$ cat src/rtl/averager_pkg.sv
// -----------------------------------------------------------------------------
// averager_pkg
// Shared widths, the disabled-cycle policy type and the helper functions used
// by the block averager.
//   DIN_W / Q_W   : ADC sample width and published result width
//   acc_w()       : accumulator width for a given block size exponent
//   scale_to_q()  : maps a full block sum onto the 16-bit result, so that a
//                   block of constant samples D yields {D, 8'h00}
// Configuration macro: AVERAGER_CLEAR_ON_DISABLE_EN (selected in averager_simple)
// -----------------------------------------------------------------------------
package averager_pkg;

    localparam int DIN_W     = 8;
    localparam int Q_W       = 16;
    localparam int POWER_MAX = 12;
    // Widest block sum any legal configuration can produce.
    localparam int SUM_MAX_W = DIN_W + POWER_MAX;

    // What an edge with EN=0 does to a partially accumulated block.
    typedef enum logic {
        DIS_FREEZE = 1'b0,  // hold acc/counter, resume the block later
        DIS_CLEAR  = 1'b1   // drop the partial block
    } dis_mode_e;

    function automatic int acc_w(input int power);
        return DIN_W + power;
    endfunction

    // The sum of 2**power samples carries power extra bits of resolution;
    // align it so the integer mean lands in Q[15:8].
    function automatic logic [Q_W-1:0] scale_to_q(input logic [SUM_MAX_W-1:0] sum,
                                                 input int unsigned power);
        logic [SUM_MAX_W+7:0] wide;
        wide = {8'h00, sum};
        if (power < 8)
            wide = wide << (8 - power);
        else if (power > 8)
            wide = wide >> (power - 8);
        return wide[Q_W-1:0];
    endfunction

endpackage

$ cat src/rtl/averager_sample_counter.sv
// -----------------------------------------------------------------------------
// averager_sample_counter
// Counts enabled samples within one block (0 .. 2**power-1, then wraps) and
// flags the edge that takes the last sample of the block.
// Ports:
//   clk            rising-edge clock
//   reset          synchronous, active-low
//   en_i           sample enable; advances the count
//   clear_i        returns the count to 0 on a non-enabled edge
//   last_sample_o  en_i && count == 2**power-1 (combinational)
// -----------------------------------------------------------------------------
module averager_sample_counter #(
    parameter int power = 8
) (
    input  logic clk,
    input  logic reset,
    input  logic en_i,
    input  logic clear_i,
    output logic last_sample_o
);

    logic [power-1:0] count_q;
    logic [power-1:0] count_d;

    // The natural power-bit wrap returns the count to 0 after the last sample.
    always_comb begin
        count_d = count_q;
        if (en_i)
            count_d = count_q + power'(1);
        else if (clear_i)
            count_d = '0;
    end

    always_ff @(posedge clk) begin
        if (!reset)
            count_q <= '0;
        else
            count_q <= count_d;
    end

    assign last_sample_o = en_i && (count_q == '1);

endmodule

$ cat src/rtl/averager_simple.sv
// -----------------------------------------------------------------------------
// averager_simple
// Block averager for the discrete-ADC front end. Sums 2**power enabled 8-bit
// samples and publishes a registered 16-bit scaled average at each block
// boundary: Q[15:8] is the integer mean, Q[7:0] the extra fractional bits.
// Parameter:
//   power  log2 of samples per block, 1..12
// Ports:
//   clk    rising-edge clock
//   reset  synchronous, active-low; clears Q, accumulator and counter
//   EN     sample enable; Din is taken on each rising edge with EN=1
//   Din    unsigned ADC sample
//   Q      registered block average, changes only at block end or reset
// Configuration macro:
//   AVERAGER_CLEAR_ON_DISABLE_EN  defined: EN=0 discards the partial block
//                                 undefined: EN=0 freezes the partial block
// -----------------------------------------------------------------------------
module averager_simple
    import averager_pkg::*;
#(
    parameter int power = 8
) (
    input  logic             clk,
    input  logic             reset,
    input  logic             EN,
    input  logic [DIN_W-1:0] Din,
    output logic [Q_W-1:0]   Q
);

    localparam int ACC_W = acc_w(power);

`ifdef AVERAGER_CLEAR_ON_DISABLE_EN
    localparam dis_mode_e DIS_MODE = DIS_CLEAR;
`else
    localparam dis_mode_e DIS_MODE = DIS_FREEZE;
`endif

    logic [ACC_W-1:0] acc_q;
    logic [ACC_W-1:0] acc_d;
    logic [ACC_W-1:0] acc_sum;
    logic [Q_W-1:0]   q_q;
    logic [Q_W-1:0]   q_d;
    logic             last_sample;
    logic             clear_idle;

    // 2**power samples of at most 8'hFF fit in DIN_W+power bits, so no carry out.
    assign acc_sum    = acc_q + ACC_W'(Din);
    assign clear_idle = (DIS_MODE == DIS_CLEAR) && !EN;

    averager_sample_counter #(
        .power (power)
    ) u_counter (
        .clk           (clk),
        .reset         (reset),
        .en_i          (EN),
        .clear_i       (clear_idle),
        .last_sample_o (last_sample)
    );

    always_comb begin
        acc_d = acc_q;
        q_d   = q_q;
        if (last_sample) begin
            // The last sample is folded in here so the dump edge also
            // starts the next block from an empty accumulator.
            q_d   = scale_to_q(SUM_MAX_W'(acc_sum), int'(power));
            acc_d = '0;
        end else if (EN) begin
            acc_d = acc_sum;
        end else if (clear_idle) begin
            acc_d = '0;
        end
    end

    always_ff @(posedge clk) begin
        if (!reset) begin
            acc_q <= '0;
            q_q   <= '0;
        end else begin
            acc_q <= acc_d;
            q_q   <= q_d;
        end
    end

    assign Q = q_q;

endmodule

$ cat config.mk
export PLATFORM = sky130hd
export DESIGN_NAME = averager_simple
export DESIGN_NICKNAME = d
export VERILOG_FILES = /design/src/rtl/averager_pkg.sv /design/src/rtl/averager_sample_counter.sv /design/src/rtl/averager_simple.sv
export SDC_FILE = /design/constraint.sdc
export NUM_CORES = 1
export LEC_CHECK = 0
export CAP_MARGIN = 0
export CORE_UTILIZATION = 63
export DETAILED_ROUTE_END_ITERATION = 12
export DONT_BUFFER_PORTS = 1
export PLACE_DENSITY = 0.87
export SYNTH_ARGS = -nofsm -noshare
export SYNTH_HDL_FRONTEND = slang
export SYNTH_SLANG_ARGS = --single-unit
export TNS_END_PERCENT = 5
$ cat constraint.sdc
create_clock -name clk -period 2.5 [get_ports clk]
set_clock_uncertainty 0.1 [all_clocks]
set_input_delay 0.5 -clock clk [delete_from_list [all_inputs] [get_ports clk]]
set_output_delay 0.5 -clock clk [all_outputs]
set_load 0.01 [all_outputs]
* Word level (Yosys, flattened, before mapping) *
Cells that the tools add are included.

storage, ports and cells
  register bits = 40
  latch bits = 0
  memory bits (writable) = 0
  bits in read-only memories = 0
  input port bits = 11
  output and inout bits = 16
  logic and storage cells = 9
  memories kept = 0

cells by class
  $add $sub $neg = 2
  multiply operators = 0
  div/mod/pow operators = 0
  order comparisons = 0
  equality and inequality tests = 1
  shift-type cells = 0
  multiplexer cells = 0
  bitwise logic cells = 1
  reductions and logical operators = 2

operators by type and width
  operator                                      number
  adder 16 x 8 -> 16 bit                        1
  adder 8 x 1 -> 8 bit (second input constant)  1
  == test 8 bit (second input constant)         1
  OR reduction 2 bit                            1
  logical AND 1 bit                             1
  inverter 1 bit                                1

* Longest topological paths before layout *
  depth after elaboration = 3
  mapped depth = 8
  gate-level depth less buffers = 7

* Hierarchy *
Synthesis repeated with hierarchy kept, for this count alone.

second synthesis, totals
  cell total of the unflattened synthesis = 261
  area total of the unflattened synthesis = 2258.4 µm²

by module, submodules not included
  module                   instances  cells an instance  area each (µm²)  sequential area each (µm²)
  averager_simple          1          215                1858.0           640.6
  averager_sample_counter  1          46                 400.4            160.2

* Worst setup path before layout *
OpenSTA, ideal clock, no wires.

  path kind = input -> register
  start point = input port Din[0]
  end point = register q_q[14], in the netlist Q[14]
  library setup time = 0.125 ns
  data arrival time = 2.116 ns
  required time = 2.275 ns
  setup slack = 0.158 ns
  stages = 7
  buffers on the path = 0
  cells stage by stage = ha_1 fa_1 a21o_1 a221oi_4 o21ai_2 a211oi_1 nor3_2

between the ends
  longest elaborated chain between the ends = 1

RTL lines
  element                 line                   source
  start, declared         averager_simple.sv:26  input logic [DIN_W-1:0] Din,
  adder 16 x 8 -> 16 bit  averager_simple.sv:47  assign acc_sum = acc_q + ACC_W'(Din);
  end signal, assigned    averager_simple.sv:81  q_q <= q_d;
  end, declared           averager_simple.sv:41  logic [Q_W-1:0] q_q;

No other way between the ends.
A chain may end at the register's enable or synchronous reset.

* Worst setup path after layout *
  start point = register acc_q[0]
  end point = register q_q[12], in the netlist Q[12]

between the ends
  longest elaborated chain between the ends = 1

RTL lines
  element                 line                   source
  start, declared         averager_simple.sv:38  logic [ACC_W-1:0] acc_q;
  start signal, assigned  averager_simple.sv:77  acc_q <= '0;
  start signal, assigned  averager_simple.sv:80  acc_q <= acc_d;
  adder 16 x 8 -> 16 bit  averager_simple.sv:47

No other way between the ends.

==> results.py <==
metrics = {
    "global_route": {
        "grt_pass1_vias": 1661,
        "track_usage_pct": 27.7,
        "grt_max_degree": 24,
        "gr-total-overflow": 0,
        "antenna_found_initial": 0,
        "grt_pass1_wl_um": 7550,
    },
    "die": {
        "initial_core_util_pct": 65.5,
        "dieArea_um2": 3710,
        "rows": 21,
        "ioPinCount": 27,
        "core_um2": 3340,
        "die_x_um": 60.9,
        "die_h_um": 60.9,
    },
    "status": {
        "outcome": "finished clean",
    },
    "logic_synthesis": {
        "synthTopCellsByArea": "dfxtp_1 37%, ha_1 5.2%, nand2_1 4.6%, mux2i_1 4.6%, a21oi_1 4.1%",
        "ys_ff_latch": 40,
        "syn-instance-count": 257,
        "yosys.area.top_type_share_pct": 36.6,
        "synth_cell_types": 41,
        "syn_area_per_cell_um2": 8.51,
        "yosysWarnings": 0,
        "synth_area_leader_cell": "dfxtp_1",
        "syn_area_um2": 2190,
        "synth_fp_nets": 278,
        "synth-seq-area-share_pct": 36.6,
    },
    "detailed_routing": {
        "drtPass1Iterations": 5,
        "postRouteAntennaNets": 0,
        "wl_um": 4790,
        "vias_per_cell": 6.34,
        "drc": 0,
        "dr_total_vias": 1934,
        "drt_iter0_markers": 152,
        "wire_per_inst_um": 15.7,
    },
    "critical_path": {
        "critPathMaxStageDelay_ns": 0.41,
        "path_delay_family": "compound AO/OA/AOI/OAI gates",
        "critical_path_buf_inv_count": 0,
        "cp.required_ns": 2.66,
        "start_kind": "flop",
        "slowest_stage": "fa_1",
        "path_cells": "ha_1 > fa_1 > a21o_1 > a221oi_4 > o21ai_2 > a211oi_1 > nor3_2",
        "path_class": "reg -> reg",
        "critPathMaxFanout": 6,
        "crit_arrival_ns": 2.46,
        "end_kind": "flop",
    },
    "layout": {
        "design_area_um2": 2310,
        "layout_common_cells": "40 x dfxtp_1, 27 x nand2_1, 24 x nor2_1",
        "syn2layout_area_growth_pct": 5.55,
        "layout_commonest_cell": "dfxtp_1",
        "fillCellCount": 276,
        "fin_nets": 279,
        "drive_gt1_share_pct": 10.8,
        "num_antenna_cells": 0,
    },
    "clock_tree": {
        "insertion_delay_ns": 0.37,
        "root_buffer": "clkbuf_4",
        "clk_path_buf_depth": 2,
        "holdBufCountCts": 0,
        "cts-buffers-inserted": 5,
        "cts_resized": 0,
        "post-cts-setup-buffers": 0,
        "path_clk_slew_ns": 0.12,
        "cts_sinks": 40,
        "htreeDepth": 2,
        "cts_tree": "yes",
    },
    "place": {
        "hpwlAfterDp_um": 3270,
        "dp_slack_ns": 0.0596,
        "finalWeightedCongestion": 0.874,
        "io_buffers": 0,
        "place_area_um2": 2240,
    },
    "run": {
        "drv_cap": 0,
    },
    "timing": {
        "min_period_over_period_pct": 91.6,
        "final.min_clock_period_ns": 2.29,
        "fmax_mhz": 437,
        "slew_headroom_pct": 61.4,
        "maxSlewViolCount": 0,
        "hold_violations": 0,
        "worst_pin_slew_ns": 0.579,
        "setup_viol": 0,
        "setup_ws_ns": 0.209,
        "rsz0062_at_grt": "false",
        "finalSetupTns_ns": 0,
    },
    "power_and_ir_drop": {
        "powerDensity_nw_per_um2": 566,
        "leakagePower_uw": 0.000908,
        "ir_drop_uv": 343,
    },
    "worst_hold_path": {
        "worst_hold_path_type": "in -> reg",
    },
}
sequential cells by signal, summed over array words and instances, names as in the netlist:
register,flops
Q,16
u_counter.count_q,8
acc_q,16
final cells by class:
cell class	count	area [um^2]	share of cell area, %
Inverter	3	11.3	0.488
Tap cell	46	57.6	2.49
Timing Repair Buffer	8	60.1	2.60
Clock inverter	1	7.51	0.325
Clock buffer	7	55.1	2.39
Sequential cell	40	801	34.7
Multi-Input combinational cell	200	1320	57.0
cells in the mapped netlist:
master / count
dfxtp_1: 40
nand2_1: 27
nor2_1: 24
a21oi_1: 18
nand3_1: 13
mux2i_1: 10
xnor2_1: 10
ha_1: 9
o21ai_0: 9
and3_1: 8
a211oi_1: 7
clkbuf_1: 7
or3_1: 7
nand4_1: 6
o211ai_1: 6
buf_2: 5
nor4_1: 5
a21o_1: 4
nor3_1: 4
xor2_1: 4
a31oi_1: 3
and4_1: 3
inv_1: 3
or2_2: 3
and2_1: 2
and4_4: 2
buf_1: 2
nor3_2: 2
o211ai_2: 2
a2111o_1: 1
a2111oi_1: 1
a21oi_2: 1
a221oi_4: 1
a31o_1: 1
a31o_2: 1
and2_0: 1
fa_1: 1
o211a_1: 1
o21ai_2: 1
o22ai_1: 1
o311ai_0: 1
path summary, 6_finish.rpt:
path,to,cells after the start,startpoint,slack [ns]
min,acc_q[2],1,EN,0.11
max reg2reg,Q[12],7,acc_q[0],0.21
max,Q[12],7,acc_q[0],0.21
min reg2reg,Q[1],2,Q[1],0.41
logic make-up after synthesis:
kind of cell	share of synthesized area (%)
buf+inv	3.21
simple gates	25.0
xor+xnor	5.61
fa+ha+maj	6.07
flops	36.6
mux	4.58
compound gates	18.9
per-layer routing:
layer	part of all wire, %	global-route usage [%]	up-vias
met1	46	37.6	909
met3	7.0	6.82	10
met4	2.3	14.3	0
met2	45	40.8	71
li1	-	-	944
met5	0	0	-
stage by stage:
step                instances  hold slack (ns)  power (uW)  utilization, %
floorplan                 257            0.349         901               -
global placement          297            0.357         942            67.3
detailed placement        297            0.371         952            67.3
CTS                       305            0.106        1310            69.1
global route              305           0.0981        1350            69.1
finish                    305            0.113        1310            69.1
where the power goes:
| group | leakage [uW] | internal [uW] | switching (uW) | total [uW] |
|---|---|---|---|---|
| Combinational | 0.000552 | 104 | 159 | 263 |
| Sequential | 0.000324 | 661 | 21.0 | 682 |
| Clock | 0.0000315 | 138 | 224 | 362 |
(Power assumes the default switching activity.)
